<file path="src/rtl/divide_reconstruct_if.sv">
// -----------------------------------------------------------------------------
// divide_reconstruct_if
//   Handshake and operand/result bundle for divide_reconstruct.
//
//   Parameters:
//     QW - quotient width
//     DW - divisor / remainder width
//
//   Signals:
//     go           - start request (level); the operation launches on release
//     quotient     - multiplier operand                     [QW-1:0]
//     divisor      - multiplicand operand                   [DW-1:0]
//     remainder    - addend                                 [DW-1:0]
//     dividend     - reconstructed result, registered       [QW+DW-1:0]
//     result_valid - high while the result is presented
//     check        - divider-output consistency flag
//
//   Modports:
//     master - drives go/operands, observes the result (bench / requester)
//     slave  - the reconstruct unit
// -----------------------------------------------------------------------------
interface divide_reconstruct_if #(
  parameter int QW = 4,
  parameter int DW = 5
);
  logic               go;
  logic [QW-1:0]      quotient;
  logic [DW-1:0]      divisor;
  logic [DW-1:0]      remainder;
  logic [QW+DW-1:0]   dividend;
  logic               result_valid;
  logic               check;

  modport master (
    output go, quotient, divisor, remainder,
    input  dividend, result_valid, check
  );

  modport slave (
    input  go, quotient, divisor, remainder,
    output dividend, result_valid, check
  );
endinterface

</file>
<file path="src/rtl/divide_reconstruct.sv">
// -----------------------------------------------------------------------------
// divide_reconstruct
//   Sequential shift-and-add unit that rebuilds a dividend from a divider
//   result: dividend = quotient * divisor + remainder. One multiply
//   iteration per clock, LSB-first over the quotient bits.
//
//   Operation: the operands are captured while go is pressed and the run
//   launches when go is released. QW clocks later the result is shown with
//   result_valid high until go is pressed again.
//
//   Parameters:
//     QW - quotient width and iteration count (default 4)
//     DW - divisor / remainder width          (default 5)
//     Result width RW = QW + DW.
//
//   Ports:
//     clk - system clock, rising edge
//     rst - asynchronous, active-high reset
//     bus - divide_reconstruct_if.slave (go, operands, dividend,
//           result_valid, check)
//
//   Build option:
//     DIVIDE_RECONSTRUCT_CHECK_EN - when defined, check is registered with
//     the result and flags a legal restoring-divider output (divisor != 0,
//     remainder < divisor, result < 2^QW). When undefined, check is tied 0.
// -----------------------------------------------------------------------------
module divide_reconstruct #(
  parameter int QW = 4,
  parameter int DW = 5
) (
  input  logic                  clk,
  input  logic                  rst,
  divide_reconstruct_if.slave   bus
);

  localparam int RW = QW + DW;
  localparam int CW = (QW > 1) ? $clog2(QW) : 1;
  localparam logic [CW-1:0] LAST_COUNT = CW'(QW - 1);

  typedef enum logic [1:0] {
    S_LOAD,
    S_LOAD_WAIT,
    S_CYCLE,
    S_DISPLAY
  } state_t;

  state_t          state;
  state_t          state_next;

  logic [QW-1:0]   q;
  logic [RW-1:0]   m;
  logic [RW-1:0]   acc;
  logic [RW-1:0]   acc_sum;
  logic [RW-1:0]   dividend_r;
  logic [CW-1:0]   count;

  logic            ld_value;
  logic            cycle_en;
  logic            ld_result;

  // ---------------------------------------------------------------------------
  // Control: state register
  // ---------------------------------------------------------------------------
  // NOTE: sequential state uses non-blocking assignments so every register
  // samples pre-edge values regardless of process ordering.
  always_ff @(posedge clk or posedge rst) begin
    if (rst) begin
      state <= S_LOAD;
    end else begin
      state <= state_next;
    end
  end

  // ---------------------------------------------------------------------------
  // Control: next state and control strobes
  // ---------------------------------------------------------------------------
  // NOTE: every output of this block gets a default first, so no path can
  // leave a value unassigned and infer a latch.
  always_comb begin
    state_next = state;
    ld_value   = 1'b0;
    cycle_en   = 1'b0;
    ld_result  = 1'b0;
    case (state)
      S_LOAD: begin
        ld_value = 1'b1;
        if (bus.go) state_next = S_LOAD_WAIT;
      end
      S_LOAD_WAIT: begin
        // Operands were captured on the edge that entered this state;
        // anything changed while go is held is ignored.
        if (!bus.go) state_next = S_CYCLE;
      end
      S_CYCLE: begin
        cycle_en = 1'b1;
        if (count == LAST_COUNT) begin
          ld_result  = 1'b1;
          state_next = S_DISPLAY;
        end
      end
      S_DISPLAY: begin
        // Loading here lets a new press restart with the operands present
        // at that press.
        ld_value = 1'b1;
        if (bus.go) state_next = S_LOAD_WAIT;
      end
      default: state_next = S_LOAD;
    endcase
  end

  // Moore output: the reset value of state forces this low immediately.
  assign bus.result_valid = (state == S_DISPLAY);

  // ---------------------------------------------------------------------------
  // Datapath
  // ---------------------------------------------------------------------------
  // Post-add accumulator for the current iteration; the final iteration's
  // value goes straight to the result register.
  assign acc_sum = q[0] ? (acc + m) : acc;

  // NOTE: the datapath is reset along with the FSM so a reset mid-run leaves
  // no partial product or stale result behind.
  always_ff @(posedge clk or posedge rst) begin
    if (rst) begin
      q     <= '0;
      m     <= '0;
      acc   <= '0;
      count <= '0;
    end else if (ld_value) begin
      q     <= bus.quotient;
      m     <= {{QW{1'b0}}, bus.divisor};
      acc   <= {{QW{1'b0}}, bus.remainder};
      count <= '0;
    end else if (cycle_en) begin
      acc   <= acc_sum;
      m     <= m << 1;
      q     <= q >> 1;
      count <= count + CW'(1);
    end
  end

  // Result register: holds through load, wait and the next run.
  always_ff @(posedge clk or posedge rst) begin
    if (rst) begin
      dividend_r <= '0;
    end else if (ld_result) begin
      dividend_r <= acc_sum;
    end
  end

  assign bus.dividend = dividend_r;

  // ---------------------------------------------------------------------------
  // Optional consistency flag
  // ---------------------------------------------------------------------------
`ifdef DIVIDE_RECONSTRUCT_CHECK_EN
  logic operands_ok;
  logic check_r;

  // The divisor/remainder test is taken at load time because m and acc are
  // modified during the run; the range test uses the final sum.
  always_ff @(posedge clk or posedge rst) begin
    if (rst) begin
      operands_ok <= 1'b0;
      check_r     <= 1'b0;
    end else begin
      if (ld_value) begin
        operands_ok <= (bus.divisor != '0) && (bus.remainder < bus.divisor);
      end
      if (ld_result) begin
        check_r <= operands_ok && (acc_sum[RW-1:QW] == '0);
      end
    end
  end

  assign bus.check = check_r;
`else
  assign bus.check = 1'b0;
`endif

endmodule

</file>
<file path="src/flat_wrapper.sv">
// flat-port wrapper written by rule: the top's interface ports become plain ports
module divide_reconstruct_flat 
#(
  parameter int QW = 4,
  parameter int DW = 5
)
  (clk, rst, bus_go, bus_quotient, bus_divisor, bus_remainder, bus_dividend, bus_result_valid, bus_check);
  divide_reconstruct_if #(.QW(QW), .DW(DW)) bus_i ();
  input  logic clk;
  input  logic rst;
  input wire logic [$bits(bus_i.go)-1:0] bus_go;
  input wire logic [$bits(bus_i.quotient)-1:0] bus_quotient;
  input wire logic [$bits(bus_i.divisor)-1:0] bus_divisor;
  input wire logic [$bits(bus_i.remainder)-1:0] bus_remainder;
  output wire logic [$bits(bus_i.dividend)-1:0] bus_dividend;
  output wire logic [$bits(bus_i.result_valid)-1:0] bus_result_valid;
  output wire logic [$bits(bus_i.check)-1:0] bus_check;
  assign bus_i.go = bus_go;
  assign bus_i.quotient = bus_quotient;
  assign bus_i.divisor = bus_divisor;
  assign bus_i.remainder = bus_remainder;
  assign bus_dividend = bus_i.dividend;
  assign bus_result_valid = bus_i.result_valid;
  assign bus_check = bus_i.check;
  divide_reconstruct #(.QW(QW), .DW(DW)) u_core (.clk(clk), .rst(rst), .bus(bus_i));
endmodule
</file>
<file path="config.mk">
export PLATFORM = sky130hd
export DESIGN_NAME = divide_reconstruct_flat
export DESIGN_NICKNAME = d
export VERILOG_FILES = /design/src/rtl/divide_reconstruct_if.sv /design/src/rtl/divide_reconstruct.sv /design/src/flat_wrapper.sv
export SDC_FILE = /design/constraint.sdc
export NUM_CORES = 1
export LEC_CHECK = 0
export ABC_AREA = 1
export ABC_CLOCK_PERIOD_IN_PS = 2000
export CORE_MARGIN = 2
export CORE_UTILIZATION = 35
export DETAILED_ROUTE_END_ITERATION = 8
export GPL_TIMING_DRIVEN = 0
export HOLD_SLACK_MARGIN = 0.05
export PLACE_DENSITY = 0.59
export SYNTH_ARGS = -nofsm -noshare
export SYNTH_HDL_FRONTEND = slang
export SYNTH_SLANG_ARGS = --single-unit
</file>
<file path="constraint.sdc">
create_clock -name clk -period 2 [get_ports clk]
set_input_delay 0.4 -clock clk [delete_from_list [all_inputs] [get_ports clk]]
set_output_delay 0.4 -clock clk [all_outputs]
set_load 0.05 [all_outputs]
</file>
=== After elaboration in Yosys (flattened, before gate mapping) ===
Index checks and enable logic that the tools add are counted.

* Register bits: 35
* Word-level logic and storage cells: 36

* $add $sub $neg: 2
* Eq/ne operators: 7
* Muxes and demuxes: 17
* Reduce and logical (&&, ||, !) cells: 4

{| class="wikitable"
|+ Operators by type and width
! cell !! count
|-
| $mux 9 || 5
|-
| $mux 2 || 5
|-
| $add 9x9->9 || 1
|-
| $mux 4 || 2
|-
| $eq 2x2->1 const B || 3
|-
| $pmux 2 s3 || 1
|-
| $mux 1 || 4
|-
| $ne 2x1->1 const B || 2
|-
| $reduce_and 3->1 || 1
|-
| $add 2x1->2 const B || 1
|-
| $eq 2x1->1 const B || 1
|-
| $logic_not 2->1 || 1
|-
| $ne 2x2->1 const B || 1
|-
| $reduce_bool 2->1 || 1
|-
| $reduce_or 2->1 || 1
|}

=== Logic depth before layout (Yosys ltp) ===
* Depth after elaboration: 4
* Depth in mapped cells: 12
* Gate-level depth less buffers: 12

=== Worst setup path before layout ===
No wires, ideal clock.

* Kind: reg-to-reg
* Start: reg u_core.acc[0]
* End: reg u_core.dividend_r[8], in the netlist u_core.bus.dividend[8]
* Setup time: 118 ps
* Arrival: 1484 ps
* Data required time: 1882 ps
* Setup slack: 398 ps
* Stages on the path, launching flop included: 12
* Path buffers: 0
* Period minus slack after synthesis: 1602 ps
* Cells stage by stage: dfrtp_1 ha_1 inv_1 fa_1 inv_1 nand2_1 nand2_1 nand3_1 nand3_1 nand3_2 nand3_1 nand2_1

* Longest elaborated chain between the ends: 2

{| class="wikitable"
|+ RTL lines
! item !! line !! source
|-
| from (decl) || divide_reconstruct.sv:52 || <nowiki>logic [RW-1:0] acc;</nowiki>
|-
| from (signal assigned) || divide_reconstruct.sv:132 || <nowiki>acc <= {{QW{1'b0}}, bus.remainder};</nowiki>
|-
| from (signal assigned) || divide_reconstruct.sv:135 || <nowiki>acc <= acc_sum;</nowiki>
|-
| $add 9x9->9 || divide_reconstruct.sv:119 || <nowiki>assign acc_sum = q[0] ? (acc + m) : acc;</nowiki>
|-
| $mux 9 || divide_reconstruct.sv:119 ||
|-
| to (signal assigned) || divide_reconstruct.sv:147 || <nowiki>dividend_r <= acc_sum;</nowiki>
|-
| to (decl) || divide_reconstruct.sv:54 || <nowiki>logic [RW-1:0] dividend_r;</nowiki>
|}

Every way passes these cells.
A chain may end at the register's enable or synchronous reset.

=== Worst setup path in the final report ===
* Start: reg u_core.dividend_r[2], in the netlist u_core.bus.dividend[2]
* End: out bus_dividend[2]

{| class="wikitable"
|+ RTL lines
! item !! line !! source
|-
| to (decl) || flat_wrapper.sv:15 || <nowiki>output wire logic [$bits(bus_i.dividend)-1:0] bus_dividend;</nowiki>
|}

No word-level cell between the ends.

==> flow_summary.ini <==
[sta]
slew_violations = 0
setup_ws_ns = 0.1288
period_share_pct = 93.56
relSlewSlack_pct = 53.81
finClkSkew_ns = 0.008267
fmax_mhz = 534.4
hold_violations = 0
tightest_slew_ns = 0.6920
setup_viol = 0
rsz0062_at_grt = false
min_period_ns = 1.871
whs_ns = 0.4786

[global_route]
antenna_found_initial = 0
gr-total-overflow = 0
grt_pass1_vias = 1620
grt_pass1_wl_um = 7541
grt_max_degree = 21
grtUsageTotal_pct = 15.59

[power]
ir_drop_v = 0.001010
power_mw = 4.529
power.leakage_nw = 1.251
cellPowerDensity_nw_per_um2 = 1827

[setup_path]
cpLargestDelayFamily = buffers and inverters
r2r_cells = 11
slowest_stage = clkdlybuf4s50_1
startpoint_type = flop
worst_ep_required_time_ns = 1.60
path_cells = clkdlybuf4s50_1
cp.depth = 1
slowest_delay_ns = 0.81
worstPathArrival_ns = 1.47
crit_path_end_kind = output pin
critPathKind = flop to output pin
critPathMaxFanout = 2
path_buf_inv = 1

[detailed_routing]
detail_route.wl_per_cell_um = 12.44
remaining_drc_errors = 0
first_pass_iters = 4
drt_iter0_markers = 50
vias = 1664
wirelength_um = 4355
drt-vias-per-instance = 4.754
postRouteAntennaNets = 0

[die]
pin_count = 28
die-area_um2 = 6243
rows = 27
coreArea_um2 = 5473
start_util_pct = 35.99
die_x_um = 79.01
die_height_um = 79.01

[hold_path]
holdPathStages = 2
hold_class = flop to flop

[yosys]
seq_area_frac_synth_pct = 44.47
synth.avg_cell_area_um2 = 8.104
ys_top_cells_by_area = dfrtp_1, nand2_1, ha_1
synth_fp_nets = 273
synth_seq_cells = 35
syn_inst = 243
synth_top_area_cell = dfrtp_1
yosysTopAreaCellShare_pct = 44.47
synth_edf_count = 0
ys_async_sr_fraction_pct = 100.0
yosysWarnings = 0
yosysUniqueCellTypes = 29
synth_area_um2 = 1969
synth_flop_cell = dfrtp_1

[clock_network]
ctsHoldBuffers = 0
clkTransAtPathRegs_ns = 0.08
cts_root_buf = clkbuf_8
numCtsBuffers = 5
cts_tree = yes
htree_levels = 2
cts_sinks = 35
insertion_delay_ns = 0.29
cts_buffer_depth = 2

[final_layout]
drive_gt1_share_pct = 10.43
stdcell_area_um2 = 2479
antenna_cells = 0
area_growth_syn_to_layout_pct = 25.86
multi_input_area_um2 = 948.4
regArea_um2 = 875.8
nets = 307
final_common_cell = nand2_1
post-route-util_pct = 45.29
fillers = 584
final_cell_mix = nand2_1, dfrtp_1, inv_1

[place]
dpl_worst_slack_ns = 0.2189
place_congestion = 0.8071
placed_cell_area_um2 = 2347
port_buffers = 26
hpwl_um = 3346

[run_status]
status = finished clean

[run]
maxCapViolCount = 0
[Yosys cell counts, drive strengths merged (3+ instances only)]
| cell | count |
|---|---|
| inv | 28 |
| xor2 | 3 |
| buf | 6 |
| o211ai | 5 |
| nand2 | 85 |
| nor2 | 6 |
| o22ai | 3 |
| ha | 12 |
| or2 | 8 |
| nand3 | 27 |
| o21ai | 9 |
| a22o | 3 |
| dfrtp | 35 |
[flip-flops by register name, indices dropped and copies added (netlist names)]
signal               count
u_core.bus.dividend      9
u_core.acc               9
u_core.count             2
u_core.m                 9
u_core.q                 4
u_core.state             2
[path summary, 6_finish.rpt]
check	from	end	slack (ns)
setup / recovery	u_core.bus.dividend[2]$_DFFE_PP0P_	bus_dividend[2]	0.13
hold / removal	u_core.bus.dividend[8]$_DFFE_PP0P_	u_core.bus.dividend[8]$_DFFE_PP0P_	0.48
setup reg to reg	u_core.m[0]$_DFFE_PP0P_	u_core.acc[8]$_DFFE_PP0P_	0.19
hold reg to reg	u_core.bus.dividend[8]$_DFFE_PP0P_	u_core.bus.dividend[8]$_DFFE_PP0P_	0.48
max in group asynchronous	rst	u_core.m[7]$_DFFE_PP0P_	0.95
min in group asynchronous	rst	u_core.state[1]$_DFFE_PP0P_	0.51
[through the flow]
step / cells / TNS (ns)
finish: 350 / 0
global route: 350 / 0
detailed placement: 342 / 0
CTS: 350 / 0
global placement: 341 / -1.019
floorplan: 243 / 0
[report_power, final]
part | leakage (nW) | total [mW] | internal [mW] | switching [mW]
Clock | 0.0654 | 0.759 | 0.498 | 0.260
Sequential | 0.452 | 1.22 | 1.02 | 0.198
Combinational | 0.734 | 2.55 | 0.930 | 1.62
Total | 1.25 | 4.53 | 2.45 | 2.08
[cell families (layout without fill, tap and decap cells)]
group                      count (synthesis)  count (layout)  synth area share (%)
adders and majority gates                 13              13                 8.640
and+or+nand+nor                          128             128                 28.78
AOI/OAI and AO/OA                         25              25                 8.260
xor gates and xnor gates                   4               4                 1.779
DFF                                       35              35                 44.47
muxes                                      1               1                0.5083
buffers and inverters                     36              71                 7.370
other                                      1               1                0.1904
[metal layers]
layer	global-route usage [%]	up-vias	routed length, um
met1	19.71	775	1996
met4	4.138	0	25
met2	27.12	38	2143
met5	0	-	0
li1	-	849	-
met3	3.182	2	189
[what timing repair did]
| action | in CTS | in global routing |
|---|---|---|
| buffers inserted | 0 | 0 |
| setup endpoints to repair | 1 | 0 |
| resized for setup | 1 | 0 |
[final cells by class]
class | count | share of cell area, %
Buffer | 8 | 1.615
Inverter | 28 | 4.240
Sequential cell | 35 | 35.34
Multi-Input combinational cell | 172 | 38.26
Clock inverter | 2 | 2.423
Timing Repair Buffer | 27 | 11.56
Clock buffer | 6 | 2.928
Tap cell | 72 | 3.635
Note: power is estimated with default switching activity, not from simulation.
